$ cat src/rtl/abs_diff_err_monitor.sv
`default_nettype none
// ============================================================================
//  Module      : abs_diff_err_monitor
//  Description : Exhaustive sweep driver and error checker for an approximate
//                combinational |a-b| circuit; reports worst/total error,
//                threshold violations and a pass/fail verdict.
//  Revision    : 1.0 - initial release
// ============================================================================
module abs_diff_err_monitor #(
    parameter int W_OP = 2,
    parameter int ET   = 2
) (
    input  logic                clk,
    input  logic                rst_n,
    input  logic                start,
    output logic [2*W_OP-1:0]   dut_in,
    input  logic [W_OP-1:0]     dut_out,
    output logic                busy,
    output logic                done,
    output logic                pass,
    output logic [W_OP-1:0]     max_err,
    output logic [3*W_OP-1:0]   err_sum,
    output logic [2*W_OP:0]     viol_cnt,
    output logic [2*W_OP-1:0]   first_viol_vec,
    output logic                first_viol_valid
);

    localparam logic [2*W_OP-1:0] c_LAST = '1;
    localparam logic [W_OP:0]     c_ET   = (W_OP+1)'(ET);

    typedef enum logic [1:0] {
        S_IDLE  = 2'd0,
        S_SWEEP = 2'd1,
        S_DRAIN = 2'd2,
        S_DONE  = 2'd3
    } state_t;

    state_t              r_state;
    state_t              w_state_nxt;
    logic                r_armed;
    logic [2*W_OP-1:0]   r_dut_in;
    logic [2*W_OP-1:0]   r_s1_vec;
    logic [W_OP-1:0]     r_s1_apx;
    logic                r_s1_valid;
    logic [W_OP-1:0]     r_max_err;
    logic [3*W_OP-1:0]   r_err_sum;
    logic [2*W_OP:0]     r_viol_cnt;
    logic [2*W_OP-1:0]   r_first_viol_vec;
    logic                r_first_viol_valid;

    logic                w_accept;
    logic [W_OP:0]       w_diff;
    logic [W_OP:0]       w_diff_neg;
    logic [W_OP-1:0]     w_exact;
    logic [W_OP:0]       w_edif;
    logic [W_OP:0]       w_edif_neg;
    logic [W_OP-1:0]     w_err;
    logic                w_viol;

    // r_armed keeps a start that coincides with reset release from being taken
    assign w_accept = start && r_armed && (r_state == S_IDLE || r_state == S_DONE);

    always_comb begin
        w_diff     = {1'b0, r_s1_vec[W_OP-1:0]} - {1'b0, r_s1_vec[2*W_OP-1:W_OP]};
        w_diff_neg = -w_diff;
        w_exact    = w_diff[W_OP] ? w_diff_neg[W_OP-1:0] : w_diff[W_OP-1:0];
        w_edif     = {1'b0, r_s1_apx} - {1'b0, w_exact};
        w_edif_neg = -w_edif;
        w_err      = w_edif[W_OP] ? w_edif_neg[W_OP-1:0] : w_edif[W_OP-1:0];
        w_viol     = ({1'b0, w_err} > c_ET);
    end

    always_ff @(posedge clk or negedge rst_n) begin
        if (!rst_n) begin
            r_state <= S_IDLE;
        end else begin
            r_state <= w_state_nxt;
        end
    end

    always_comb begin
        w_state_nxt = r_state;
        case (r_state)
            S_IDLE:  if (w_accept) w_state_nxt = S_SWEEP;
            S_SWEEP: if (r_dut_in == c_LAST) w_state_nxt = S_DRAIN;
            S_DRAIN: w_state_nxt = S_DONE;
            S_DONE:  if (w_accept) w_state_nxt = S_SWEEP;
            default: w_state_nxt = S_IDLE;
        endcase
    end

    always_ff @(posedge clk or negedge rst_n) begin
        if (!rst_n) begin
            r_armed            <= 1'b0;
            r_dut_in           <= '0;
            r_s1_vec           <= '0;
            r_s1_apx           <= '0;
            r_s1_valid         <= 1'b0;
            r_max_err          <= '0;
            r_err_sum          <= '0;
            r_viol_cnt         <= '0;
            r_first_viol_vec   <= '0;
            r_first_viol_valid <= 1'b0;
        end else begin
            r_armed <= 1'b1;
            if (w_accept) begin
                r_dut_in           <= '0;
                r_s1_valid         <= 1'b0;
                r_max_err          <= '0;
                r_err_sum          <= '0;
                r_viol_cnt         <= '0;
                r_first_viol_vec   <= '0;
                r_first_viol_valid <= 1'b0;
            end else begin
                if (r_s1_valid) begin
                    if (w_err > r_max_err) r_max_err <= w_err;
                    r_err_sum <= r_err_sum + {{(2*W_OP){1'b0}}, w_err};
                    if (w_viol) begin
                        r_viol_cnt <= r_viol_cnt + (2*W_OP+1)'(1);
                        if (!r_first_viol_valid) begin
                            r_first_viol_vec   <= r_s1_vec;
                            r_first_viol_valid <= 1'b1;
                        end
                    end
                end
                if (r_state == S_SWEEP) begin
                    r_s1_vec   <= r_dut_in;
                    r_s1_apx   <= dut_out;
                    r_s1_valid <= 1'b1;
                    r_dut_in   <= r_dut_in + (2*W_OP)'(1);
                end else if (r_state == S_DRAIN) begin
                    r_s1_valid <= 1'b0;
                end
            end
        end
    end

    assign dut_in           = r_dut_in;
    assign busy             = (r_state == S_SWEEP) || (r_state == S_DRAIN);
    assign done             = (r_state == S_DONE);
    assign pass             = done && ({1'b0, r_max_err} <= c_ET);
    assign max_err          = r_max_err;
    assign err_sum          = r_err_sum;
    assign viol_cnt         = r_viol_cnt;
    assign first_viol_vec   = r_first_viol_vec;
    assign first_viol_valid = r_first_viol_valid;

endmodule
`default_nettype wire
$ cat config.mk
export PLATFORM = sky130hd
export DESIGN_NAME = abs_diff_err_monitor
export DESIGN_NICKNAME = d
export VERILOG_FILES = /design/src/rtl/abs_diff_err_monitor.sv
export SDC_FILE = /design/constraint.sdc
export NUM_CORES = 1
export LEC_CHECK = 0
export CELL_PAD_IN_SITES_DETAIL_PLACEMENT = 0
export CELL_PAD_IN_SITES_GLOBAL_PLACEMENT = 1
export CORE_ASPECT_RATIO = 0.8
export CORE_MARGIN = 2
export CORE_UTILIZATION = 48
export CTS_BUF_LIST = sky130_fd_sc_hd__clkbuf_16
export CTS_CLUSTER_DIAMETER = 100
export DETAILED_ROUTE_END_ITERATION = 8
export DONT_BUFFER_PORTS = 1
export GPL_TIMING_DRIVEN = 0
export PLACE_DENSITY_LB_ADDON = 0.05
export SYNTH_ARGS = -nofsm -noshare
export SYNTH_HDL_FRONTEND = slang
export SYNTH_SLANG_ARGS = --single-unit
$ cat constraint.sdc
create_clock -name clk -period 3.85 [get_ports clk]
set_input_delay 1.155 -clock clk [delete_from_list [all_inputs] [get_ports clk]]
set_output_delay 1.155 -clock clk [all_outputs]
set_load 0.005 [all_outputs]
After elaboration in Yosys (flattened, before gate mapping)

Index checks and enable logic that the tools add are counted.

$add $sub $neg: 7
Order comparisons: 3
Eq/ne operators: 7
Mux-type cells: 25
Bitwise logic cells: 1
Reduce and logical (&&, ||, !) cells: 17

Operator list:

| cell                                                                   | number |
|---|---|
| 4-bit two-way mux                                                      | 6 |
| 5-bit two-way mux                                                      | 3 |
| 2-bit two-way mux                                                      | 7 |
| 6-bit two-way mux                                                      | 2 |
| 2-bit AND reduction                                                    | 4 |
| 2-bit nonzero test                                                     | 4 |
| 6-bit by 2-bit adder with 6-bit output                                 | 1 |
| 1-bit two-way mux                                                      | 6 |
| 2-bit one-hot mux with 3 select lines                                  | 1 |
| 2-bit by 2-bit subtractor with 3-bit output                            | 2 |
| 5-bit by 1-bit adder with 5-bit output (second input constant)         | 1 |
| 4-bit by 1-bit adder with 4-bit output (second input constant)         | 1 |
| 2-bit equality test (second input constant)                            | 2 |
| 4-bit equality test (second input constant)                            | 1 |
| 2-bit by 1-bit != test with 1-bit output (second input constant)       | 2 |
| 2-bit negator                                                          | 2 |
| 1-bit logical AND                                                      | 3 |
| 3-bit AND reduction                                                    | 1 |
| 3-bit nonzero test                                                     | 1 |
| 2-bit by 1-bit equality test with 1-bit output (second input constant) | 1 |
| 2-bit > comparator                                                     | 1 |
| 2-bit > comparator (second input constant)                             | 1 |
| 2-bit less-or-equal comparator (second input constant)                 | 1 |
| 2-bit logical NOT                                                      | 1 |
| other kinds (4)                                                        | 5 |

Bits in registers: 32
Input port bits: 5
Logic and storage cells: 71

Logic depth before layout (Yosys ltp)

Word-level depth: 10
Mapped depth: 14
Mapped depth without buffers: 14

Least setup slack after synthesis

No wires, ideal clock.

Path type: register to register
Start: register r_s1_vec[0]
End: register r_err_sum[4] (netlist: err_sum[4])
Library setup time: 0.121 ns
Arrival time: 2.906 ns
Required time: 3.729 ns
Setup slack: 0.823 ns
Stages on the path, launching flop included: 13
Clock period less this slack: 3.027 ns
Cell sequence: dfrtp_1 > inv_1 > ha_1 > fa_1 > xnor2_1 > fa_1 > xor2_1 > inv_1 > fa_1 > nor2b_1 > nand3_1 > xor2_1 > nor2_1

Longest elaborated chain between the ends: 9

RTL lines:

| what                                            | line | text |
|---|---|---|
| start, declared                                 | 42   | `logic [2*W_OP-1:0] r_s1_vec;` |
| start signal, assigned                          | 127  | `r_s1_vec <= r_dut_in;` |
| 2-bit by 2-bit subtractor with 3-bit output (*) | 64   | `w_diff = {1'b0, r_s1_vec[W_OP-1:0]} - {1'b0, r_s1_vec[2*W_OP-1:W_OP]};` |
| 2-bit negator                                   | 65   | `w_diff_neg = -w_diff;` |
| 2-bit two-way mux (*)                           | 66   | `w_exact = w_diff[W_OP] ? w_diff_neg[W_OP-1:0] : w_diff[W_OP-1:0];` |
| 2-bit by 2-bit subtractor with 3-bit output (*) | 67   | `w_edif = {1'b0, r_s1_apx} - {1'b0, w_exact};` |
| 2-bit negator                                   | 68   | `w_edif_neg = -w_edif;` |
| 2-bit two-way mux (*)                           | 69   | `w_err = w_edif[W_OP] ? w_edif_neg[W_OP-1:0] : w_edif[W_OP-1:0];` |
| 6-bit by 2-bit adder with 6-bit output (*)      | 117  | `r_err_sum <= r_err_sum + {{(2*W_OP){1'b0}}, w_err};` |
| 6-bit two-way mux (*)                           | 115  | `if (r_s1_valid) begin` |
| 6-bit two-way mux (*)                           | 106  | `if (w_accept) begin` |
| end signal, assigned                            | 117  |  |
| end, declared                                   | 46   | `logic [3*W_OP-1:0] r_err_sum;` |

Every way passes the cells marked *; elsewhere a longest branch is shown, timed or not. The select of a mux whose other input is x is not followed.
A chain may end at the register's enable or synchronous reset.

Worst setup path after layout

Start: register r_s1_vec[2]
End: register r_err_sum[4] (netlist: err_sum[4])

Same word-level chain as after synthesis.

==> impl_metrics.json <==
{
  "status": "complete, no violations",
  "clock-sinks": 32,
  "nNetsFinal": 182,
  "fill_cells": 301,
  "grt_pass1_wl_um": 5257,
  "final-seq-area_um2": 800.8,
  "setup_viol": 0,
  "grt_usage_pct": 17.59,
  "clk_latency_ps": 270,
  "cts_resized": 0,
  "final.period_utilization_pct": 86.31,
  "synth-seq-cells": 32,
  "syn_nets": 175,
  "cts_setup_buffers": 0,
  "yosysSeqAreaShare_pct": 48.19,
  "ant_nets": 0,
  "arrival_ps": 3480,
  "drt-total-wl_um": 2927,
  "die_y_um": 56.63,
  "netlist-cell-type-count": 29,
  "grt.overflow.total": 0,
  "yosys_warnings": 0,
  "cap_violations": 0,
  "cts_tree": "yes",
  "finalClockSkew_ps": 3.941,
  "worstPathMaxFanout": 4,
  "io_buffers": 0,
  "clk_path_buf_depth": 2,
  "syn-cell-area_mm2": 0.001662,
  "cts_hold_buffers": 0,
  "antenna_found_initial": 0,
  "die_area_mm2": 0.003951,
  "gp_congestion": 0.7219,
  "cp_data_required_time_ps": 4000,
  "drive_above_1_share_pct": 11.04,
  "drv_slew": 0,
  "fmaxAchievable_mhz": 300.9,
  "first_iter_violations": 26,
  "cts_buffers": 5,
  "first_pass_iters": 4,
  "critPathLaunchType": "register",
  "grt_max_degree": 33,
  "syn_avg_cell_area_um2": 10.72,
  "multiInputGateArea_um2": 782.0,
  "start_util_pct": 49.22,
  "fin_crit_ps": 3323,
  "vias": 1066,
  "cts-root-buf": "clkbuf_16",
  "drcViolationCount": 0,
  "vias_per_cell": 5.200,
  "grt_pass1_vias": 1177,
  "ios": 30,
  "rsz0062_at_grt": "no",
  "syn_to_final_growth_pct": 12.95,
  "endpoint_kind": "register",
  "die_w_um": 69.78,
  "cts.clk_slew.worst_paths_ps": 50,
  "worst_hold_path_type": "register to register",
  "crit_type": "register to register",
  "hold_violations": 0,
  "h-tree-depth": 2,
  "setup_tns_ps": 0,
  "diodes": 0,
  "core_area_mm2": 0.003376,
  "synthCells": 155,
  "fp-row-count": 19,
  "hpwl_um": 2154,
  "drt-wirelength-per-cell_um": 14.28
}
cells in the mapped netlist:
library cell	number	area share, %
nor2_1	24	5.4
nand2b_4	1	0.83
buf_2	3	0.90
o211ai_1	1	0.45
o21ai_0	8	2.4
a211oi_1	1	0.45
mux2_2	4	2.7
fa_1	3	3.6
a21boi_0	1	0.45
buf_6	1	0.68
a31oi_1	1	0.38
nand3_1	3	0.90
nor3_4	1	0.98
xor2_2	1	0.98
nor3_1	3	0.90
or2b_1	1	0.45
nor2b_1	2	0.75
mux2i_1	8	4.8
xor2_1	4	2.1
ha_1	12	9.0
dfrtp_1	32	48
inv_1	14	3.2
conb_1	1	0.23
or3_1	1	0.38
a21oi_1	4	1.2
nand4_1	1	0.38
nand2_1	10	2.3
nor3b_2	1	0.75
xnor2_1	8	4.2
critical path, cell delays in order (launching register included):
cell	delay [ps]
dfrtp_1	400
ha_1	200
fa_1	450
xnor2_1	230
fa_1	510
xor2_1	360
inv_1	120
fa_1	410
nor2b_1	210
nand3_1	120
xor2_1	150
nor2_1	50
flip-flops by register name (all words and copies together), names as in the netlist, 2 cells and up:
register	flops
dut_in	4
r_state	2
viol_cnt	5
r_s1_vec	4
first_viol_vec	4
err_sum	6
max_err	2
r_s1_apx	2
kinds of logic after synthesis:
group | count (synthesis) | share of synthesized area (%)
AND/OR/NAND/NOR | 48 | 14.01
multiplexers | 12 | 7.530
flip-flops | 32 | 48.19
XOR/XNOR | 13 | 7.304
other | 1 | 0.2257
AO/OA/AOI/OAI | 16 | 5.347
adder cells (fa/ha/maj) | 15 | 12.65
buffers and inverters | 18 | 4.744
layout by cell type (no fill, tap or decap):
| master | count |
|---|---|
| dfrtp_1 | 32 |
| nor2_1 | 24 |
| inv_1 | 14 |
| ha_1 | 12 |
| nand2_1 | 10 |
| xnor2_1 | 8 |
| o21ai_0 | 8 |
| mux2i_1 | 8 |
| clkbuf_16 | 5 |
| xor2_1 | 4 |
| a21oi_1 | 4 |
| mux2_2 | 4 |
| buf_2 | 3 |
| nand3_1 | 3 |
| nor3_1 | 3 |
| fa_1 | 3 |
| nor2b_1 | 2 |
| clkinv_1 | 2 |
| a21boi_0 | 1 |
| a31oi_1 | 1 |
| buf_6 | 1 |
| o211ai_1 | 1 |
| or3_1 | 1 |
| nand2b_4 | 1 |
| xor2_2 | 1 |
| nand4_1 | 1 |
| or2b_1 | 1 |
| a211oi_1 | 1 |
| nor3_4 | 1 |
| nor3b_2 | 1 |
| bufinv_16 | 1 |
| conb_1 | 1 |
layout make-up:
class	instances	share of cell area [%]
Buffer	4	1.400
Clock buffer	5	6.667
Clock inverter	3	2.000
Inverter	14	2.800
Multi-Input combinational cell	105	41.67
Sequential cell	32	42.67
Tap cell	42	2.800
final timing paths:
| check | start | to | slack [ps] | depth (start not counted) |
|---|---|---|---|---|
| min in group asynchronous | rst_n | err_sum[1] | 570 | 0 |
| max in group asynchronous | rst_n | first_viol_vec[1] | 3200 | 0 |
| setup reg to reg | r_s1_vec[2] | err_sum[4] | 530 | 11 |
| hold reg to reg | r_s1_vec[0] | first_viol_vec[0] | 530 | 2 |
| hold / removal | r_s1_vec[0] | first_viol_vec[0] | 530 | 2 |
| setup / recovery | r_s1_vec[2] | err_sum[4] | 530 | 11 |
metal layers:
layer | track usage (%) | up-vias | wire [um]
li1 | - | 518 | -
met5 | 0 | - | 0
met2 | 29.52 | 23 | 1458
met3 | 5.925 | 5 | 165
met4 | 8.516 | 0 | 51
met1 | 20.26 | 520 | 1252
metrics by stage:
step                hold WS, ps  worst slack (ps)  cell area [um2]  util [%]  instances
global placement          515.0             603.3             1714     50.78        197
floorplan                 489.6             823.1             1662         -        155
finish                    525.3             527.0             1877     55.60        205
CTS                       528.9             495.1             1877     55.60        205
global route              561.2             266.2             1877     55.60        205
detailed placement        517.6             507.4             1714     50.78        197
Power is not shown: default switching activity piles up to over one toggle a cycle in this logic, so the estimate is an artifact.
